$ cat src/rtl/load_register.sv
// Clock-enabled storage register with synchronous reset to a parameterized value.
// Used as the basic word register for GPRs, accumulators and pipeline holding stages.
module load_register #(
   parameter int               WIDTH       = 16,
   parameter logic [WIDTH-1:0] RESET_VALUE = '0
) (
   input  logic             clock,
   input  logic             reset,
   input  logic [WIDTH-1:0] in,
   input  logic             enable,
   output logic [WIDTH-1:0] out
);

   logic [WIDTH-1:0] r_data;

   // Reset wins over load; with neither asserted the flops simply hold.
   always_ff @(posedge clock) begin
      if (reset) begin
         r_data <= RESET_VALUE;
      end else if (enable) begin
         r_data <= in;
      end
   end

   assign out = r_data;

endmodule

$ cat config.mk
export PLATFORM = sky130hd
export DESIGN_NAME = load_register
export DESIGN_NICKNAME = d
export VERILOG_FILES = /design/src/rtl/load_register.sv
export SDC_FILE = /design/constraint.sdc
export NUM_CORES = 1
export LEC_CHECK = 0
export BUFFER_PORTS_ARGS = -buffer_cell sky130_fd_sc_hd__clkbuf_2
export CAP_MARGIN = 20
export CELL_PAD_IN_SITES_DETAIL_PLACEMENT = 0
export CELL_PAD_IN_SITES_GLOBAL_PLACEMENT = 1
export CORE_MARGIN = 2
export CORE_UTILIZATION = 30
export CTS_CLUSTER_SIZE = 8
export DETAILED_ROUTE_END_ITERATION = 10
export GPL_ROUTABILITY_DRIVEN = 0
export PLACE_DENSITY_LB_ADDON = 0.1
export SYNTH_ARGS = -nofsm -noshare
export SYNTH_HDL_FRONTEND = slang
export SYNTH_SLANG_ARGS = --single-unit
$ cat constraint.sdc
create_clock -name clock -period 1.3 [get_ports clock]
set_input_delay 0.065 -clock clock [delete_from_list [all_inputs] [get_ports clock]]
set_output_delay 0.065 -clock clock [all_outputs]
set_load 0.02 [all_outputs]
; ---- Word-level counts from Yosys, hierarchy flattened
; Cells that the tools add are included.
[word_totals]
input_bits = 19
regBits = 16
word_cells = 1
out_inout_bits = 16

; ---- Depth between registers and ports, before layout
; Gate-level depths: netlist of run 1.
[logic_depth]
ltp_word = 0
depth_mapped = 4
mapped_depth_nobuf = 2

; ---- Least setup slack after synthesis of run 1
; OpenSTA, ideal clock, no wires.
[synth_timing]
kind = register to register
startpoint = register, netlist name out[0]
endpoint = register r_data[0] (netlist: out[0])
path_slack_ns = 0.651
setup_time_ns = 0.122
path_stages_with_launch = 3
arrival_ns = 0.527
required_time_ns = 1.178
period_less_slack_ns = 0.649
cell_sequence = dfxtp_1 > mux2i_1 > nor2_1
[synth_lines]
columns = item, line_no
row1 = "end signal, assigned", 21  ; r_data <= in;
row2 = "end, declared", 14  ; logic [WIDTH-1:0] r_data;

; ---- Worst setup path in the final report of run 1
[layout_timing]
startpoint = register r_data[15] (netlist: out[15])
endpoint = output port out[15]
[layout_lines]
columns = item, line_no
row1 = "end, declared", 11  ; output logic [WIDTH-1:0] out
; No word-level cell between the ends.

==> results of run 1 <==
cell families after synthesis:
logic type             synth area share [%]
DFF                                    55.2
buffers and inverters                  6.90
and+or+nand+nor                        10.3
muxes                                  27.6
routing by layer:
layer | routed length, microns | track usage, % | vias up | part of all wire, %
met5 | 0 | 0 | - | 0
met4 | 0 | 6.49 | 0 | 0
met2 | 545 | 13.9 | 14 | 47
met3 | 69 | 3.40 | 0 | 6.0
met1 | 535 | 14.4 | 194 | 47
li1 | - | - | 239 | -
final cells by class:
class                      count  area (sq um)  share of cell area (%)
sequential                    16           320                    41.2
tap                           25          31.3                    4.02
timing repair buffer          34           170                    21.9
multi-input combinational     32           220                    28.3
clock buffer                   4          36.3                    4.66
path summary, 6_finish.rpt:
path	cells past startpoint	endpoint	start	slack (ns)
hold reg to reg	2	out[3]$_SDFFE_PP0P_	out[3]$_SDFFE_PP0P_	0.50
hold / removal	3	out[3]$_SDFFE_PP0P_	in[3]	0.01
setup / recovery	1	out[15]	out[15]$_SDFFE_PP0P_	0.43
setup reg to reg	2	out[11]$_SDFFE_PP0P_	out[11]$_SDFFE_PP0P_	0.69
Yosys cell counts:
master and number:
mux2i_1 16, buf_12 1, nor2_1 16, buf_6 1
dfxtp_1 16, buf_1 1, buf_2 1
report_power, final:
| part | switching (mW) | total (mW) | internal (mW) |
|---|---|---|---|
| combinational | 0.0872 | 0.153 | 0.0663 |
| clock | 0.149 | 0.319 | 0.170 |
| sequential | 0.0139 | 0.533 | 0.519 |
| total | 0.250 | 1.01 | 0.756 |
metrics by stage:
stage          power, mW  util (%)
6_report            1.01      44.1
5_1_grt             1.05      44.1
4_1_cts             1.02      44.1
3_5_place_dp       0.700      42.1
3_3_place_gp       0.699      42.1
2_1_floorplan      0.647         -
==> flow_summary_export.csv, run 1 <==
group,metric,value,unit
synth,synthDistinctLibCells,7,
timing,worst_pin_slew,0.524,ns
finish,largest_register_ffs,16,
clock_network,clockBufferDepth,2,
die,die_w,48.0,microns
finish,final_common_cell,"clkbuf_2",
timing,setup_violations,0,
setup_path,cp-start-kind,"flop",
timing,timing.hold.ws,0.0137,ns
timing,finalCritPeriodShare,66.9,%
clock_network,cts_hold_buf,0,
clock_network,cts_tree,"built",
synth,syn-cell-area,581,sq um
grt,antenna_found_initial,0,
clock_network,clkSinkCount,16,
finish,fillCellCount,200,
timing,slew_headroom,65.1,%
synth,yosys-top-cells-area,"dfxtp_1, mux2i_1, nor2_1, buf_12, buf_6",
routing,drtIter0Drc,4,
timing,finalHoldViolCount,0,
placement,port-buffer-count,34,
setup_path,setup.worst_path.end_class,"output pin",
die,die-area,0.00230,sq mm
setup_path,cp_top_family,"flip-flops",
clock_network,cts_setup_buffers,0,
routing,drtAntennaViolNets,0,
finish,fin_cells,111,
finish,postLayoutCellArea,778,sq um
synth,synth_top_area_share,55.2,%
die,initial_core_util,32.9,%
setup_path,slowest_stage,"dfxtp_1",
finish,area_delta_synth_final,34.1,%
run,maxCapViolations,0,
grt,grt_pass1_vias,355,
power,p_per_area,1290,mW/mm^2
finish,antenna_cells,0,
synth,yosys.area.top_type,"dfxtp_1",
synth,avgSynthCellArea,11.2,sq um
setup_path,cp.buffers_inverters,1,
grt,grt_max_degree,17,
clock_network,postCtsResizedCells,0,
routing,via_per_inst,4.03,
grt,track_usage,10.4,%
grt,grt.overflow.total,0,
setup_path,crit_type,"reg2out",
clock_network,numCtsBuffers,3,
finish,layout.nets,106,
die,rows,15,
power,p_leak,0.423,nW
clock_network,cts_root_buf,"clkbuf_4",
finish,final_cell_mix,"clkbuf_2, mux2i_1, nor2_1, dfxtp_1, clkbuf_4",
setup_path,cp_data_arrival_time,0.81,ns
setup_path,critPathMaxFanout,2,
grt,grt_pass1_wl,1590,microns
setup_path,critical_path_required,1.24,ns
clock_network,htree_levels,1,
timing,setup_ws,0.430,ns
timing,slew_violations,0,
die,coreArea,0.00176,sq mm
synth,ys_ff_latch,16,
clock_network,clk_latency,0.28,ns
placement,dp_slack,0.373,ns
routing,routedWlPerCell,10.4,microns
run_status,status,"finished clean",
routing,drtPass1Iterations,3,
die,die_h,48.0,microns
timing,finalSetupTns,0,ns
timing,rsz0062_at_grt,"no",
setup_path,path_cells,"clkbuf_2",
timing,max_freq,1150,MHz
placement,dpl.hpwl,839,microns
timing,min_period,0.870,ns
synth,netlist_instances,52,
hold_path,min_path_type,"in2reg",
die,num_io_pins,35,
routing,drc,0,
finish,drive_gt1_share,44.2,%
clock_network,clk_pin_slew,0.09,ns
synth,ys_warn_count,0,
timing,finClkSkew,0,ns
routing,vias,447,
power,peakVddDrop,0.688,mV
placement,dpl_cell_area,742,sq um
synth,synth-seq-area-share,55.2,%
placement,place_inst,107,
setup_path,max_stage_delay,0.35,ns
synth,synth_nets,71,
routing,totalWireLength,1150,microns
Note: power is estimated with default switching activity, not from simulation.
==> run 2: changes to the inputs <==
- ABC_AREA: default -> 1
- CORE_UTILIZATION: 30 -> 28
- clock period: 1.3 -> 0.9 ns (I/O delays scaled with it)
==> run 2 against run 1 <==
- clock skew unchanged
- worst setup slack worse by 0.38 ns
- final area up 17%
- synthesized cell count up 94%
- largest power group unchanged
- cell count up 50%
- critical endpoint is now out[1]
==> flow_summary_export.csv, run 2 <==
group,metric,value,unit
power,p_leak,0.562,nW
synth,avgSynthCellArea,6.64,sq um
finish,final_common_cell,"nand2_1",
hold_path,min_path_type,"in2reg",
timing,slew_violations,0,
synth,synthDistinctLibCells,7,
die,die_h,52.9,microns
die,initial_core_util,30.0,%
power,p_int,1.12,mW
synth,async_reset_ff_share,0,%
power,sw_frac_of_total,27.6,%
timing,finClkSkew,0,ns
finish,final_cell_mix,"nand2_1, nor2_1, clkbuf_2",
setup_path,critical_path_required,0.85,ns
setup_path,max_stage_delay,0.34,ns
clock_network,clk_pin_slew,0.10,ns
routing,vias,645,
finish,area_delta_synth_final,35.8,%
timing,finalCritPeriodShare,94.3,%
setup_path,rr_worst_depth,2,
timing,rsz0062_at_grt,"no",
grt,grt_pass1_wl,2280,microns
timing,finalHoldViolCount,0,
power,peakVddDrop,0.980,mV
setup_path,cp_top_family,"flip-flops",
clock_network,clockBufferDepth,2,
synth,yosys.area.top_type,"dfxtp_1",
finish,largest_register_ffs,16,
routing,drtIter0Drc,8,
clock_network,htree_levels,1,
power,p_seq_share,50.3,%
clock_network,clkSinkCount,16,
power,power.net_switching,428,uW
hold_path,worstHoldPathCells,5,
synth,synth.most_common_cell,"nand2_1",
die,coreArea,0.00223,sq mm
timing,setup_ws,0.0509,ns
routing,routedWlPerCell,8.06,microns
setup_path,cp-start-kind,"flop",
synth,ys_ff_latch,16,
synth,dominantRegCellSynth,"dfxtp_1",
setup_path,cp.buffers_inverters,1,
die,rows,17,
placement,dpl.hpwl,978,microns
finish,drive_gt1_share,31.2,%
synth,synthTopCellsByCount,"nand2_1, nor2_1, inv_1",
grt,grt_pass1_vias,542,
timing,timing.hold.ws,0.0179,ns
finish,layout.nets,158,
clock_network,cts_tree,"built",
finish,final_util,40.8,%
routing,drtAntennaViolNets,0,
setup_path,slowest_stage,"dfxtp_1",
run_status,status,"finished clean",
synth,synth-edff-count,0,
clock_network,clk_latency,0.29,ns
synth,syn-cell-area,671,sq um
synth,yosys-top-cells-area,"dfxtp_1, nand2_1, nor2_1, inv_1, buf_6",
die,die-area,0.00280,sq mm
grt,grt.overflow.total,0,
synth,synth_top_area_share,47.8,%
timing,finalSetupTns,0,ns
routing,drc,0,
setup_path,worst-path-stages,1,
timing,max_freq,1180,MHz
clock_network,cts_root_buf,"clkbuf_4",
placement,dp_slack,0.216,ns
clock_network,cts_hold_buf,0,
setup_path,setup.worst_path.end_class,"output pin",
synth,synth_nets,120,
synth,ys_warn_count,0,
synth,netlist_instances,101,
setup_path,crit_type,"reg2out",
power,p_clk_share,31.1,%
setup_path,cp_data_arrival_time,0.80,ns
finish,fillCellCount,255,
power,p_per_area,1700,mW/mm^2
clock_network,numCtsBuffers,3,
power,share_comb_of_total_power,18.7,%
die,num_io_pins,35,
routing,drtPass1Iterations,4,
grt,antenna_found_initial,0,
timing,worst_pin_slew,0.208,ns
grt,track_usage,11.5,%
timing,min_period,0.849,ns
timing,slew_headroom,86.1,%
routing,totalWireLength,1340,microns
placement,port-buffer-count,34,
grt,grt_max_degree,33,
routing,via_per_inst,3.89,
setup_path,path_cells,"clkbuf_2",
run,maxCapViolations,0,
finish,antenna_cells,0,
clock_network,cts_setup_buffers,0,
timing,setup_violations,0,
die,die_w,52.9,microns
power,power,1.55,mW
setup_path,critPathMaxFanout,2,
synth,synth-seq-area-share,47.8,%
## run 2: what timing repair did
action	in CTS	in global routing
hold endpoints to repair	0	0
endpoints found under the setup margin	0	9
gates resized for setup	0	11
## run 2: worst paths after layout
path,end,startpoint,slack [ns]
hold / removal,out[15]$_SDFFE_PP0P_,in[15],0.02
setup / recovery,out[1],out[1]$_SDFFE_PP0P_,0.05
hold reg to reg,out[6]$_SDFFE_PP0P_,out[6]$_SDFFE_PP0P_,0.47
setup reg to reg,out[4]$_SDFFE_PP0P_,out[4]$_SDFFE_PP0P_,0.31
## run 2: logic make-up (layout without fill, tap and decap cells)
logic type             after synthesis  after routing  share of synthesized area (%)
buffers and inverters               21             58                           15.7
flip-flops                          16             16                           47.8
AND/OR/NAND/NOR                     64             64                           36.6
## run 2: routing by layer
metal  vias to the layer above  routed length [microns]  track usage [%]
met3                         2                      124             5.93
li1                        359                        -                -
met1                       260                      649             14.1
met2                        24                      552             17.3
met5                         -                        0                0
met4                         0                       11             3.85
## run 2: final cells by class
class | count | area [sq um] | area share, %
clock buffers | 4 | 36.3 | 3.98
flip-flops and latches | 16 | 320 | 35.2
well taps | 28 | 35.0 | 3.85
multi-input cells | 64 | 245 | 26.9
repair buffers | 37 | 210 | 23.1
inverters | 17 | 63.8 | 7.01
## run 2: stage by stage
stage / cell area (sq um) / std cells
final: 911 / 166
after global routing: 911 / 166
after CTS: 906 / 166
after detailed placement: 870 / 162
after global placement: 870 / 162
after floorplan: 671 / 101
## run 2: power by group through the flow
stage | clock network, mW | logic, mW | registers [mW]
3_3_place_gp | 0 | 0.291 | 0.798
4_1_cts | 0.505 | 0.292 | 0.783
2_1_floorplan | 0 | 0.123 | 0.858
6_report | 0.483 | 0.290 | 0.780
5_1_grt | 0.541 | 0.330 | 0.788
3_5_place_dp | 0 | 0.290 | 0.799
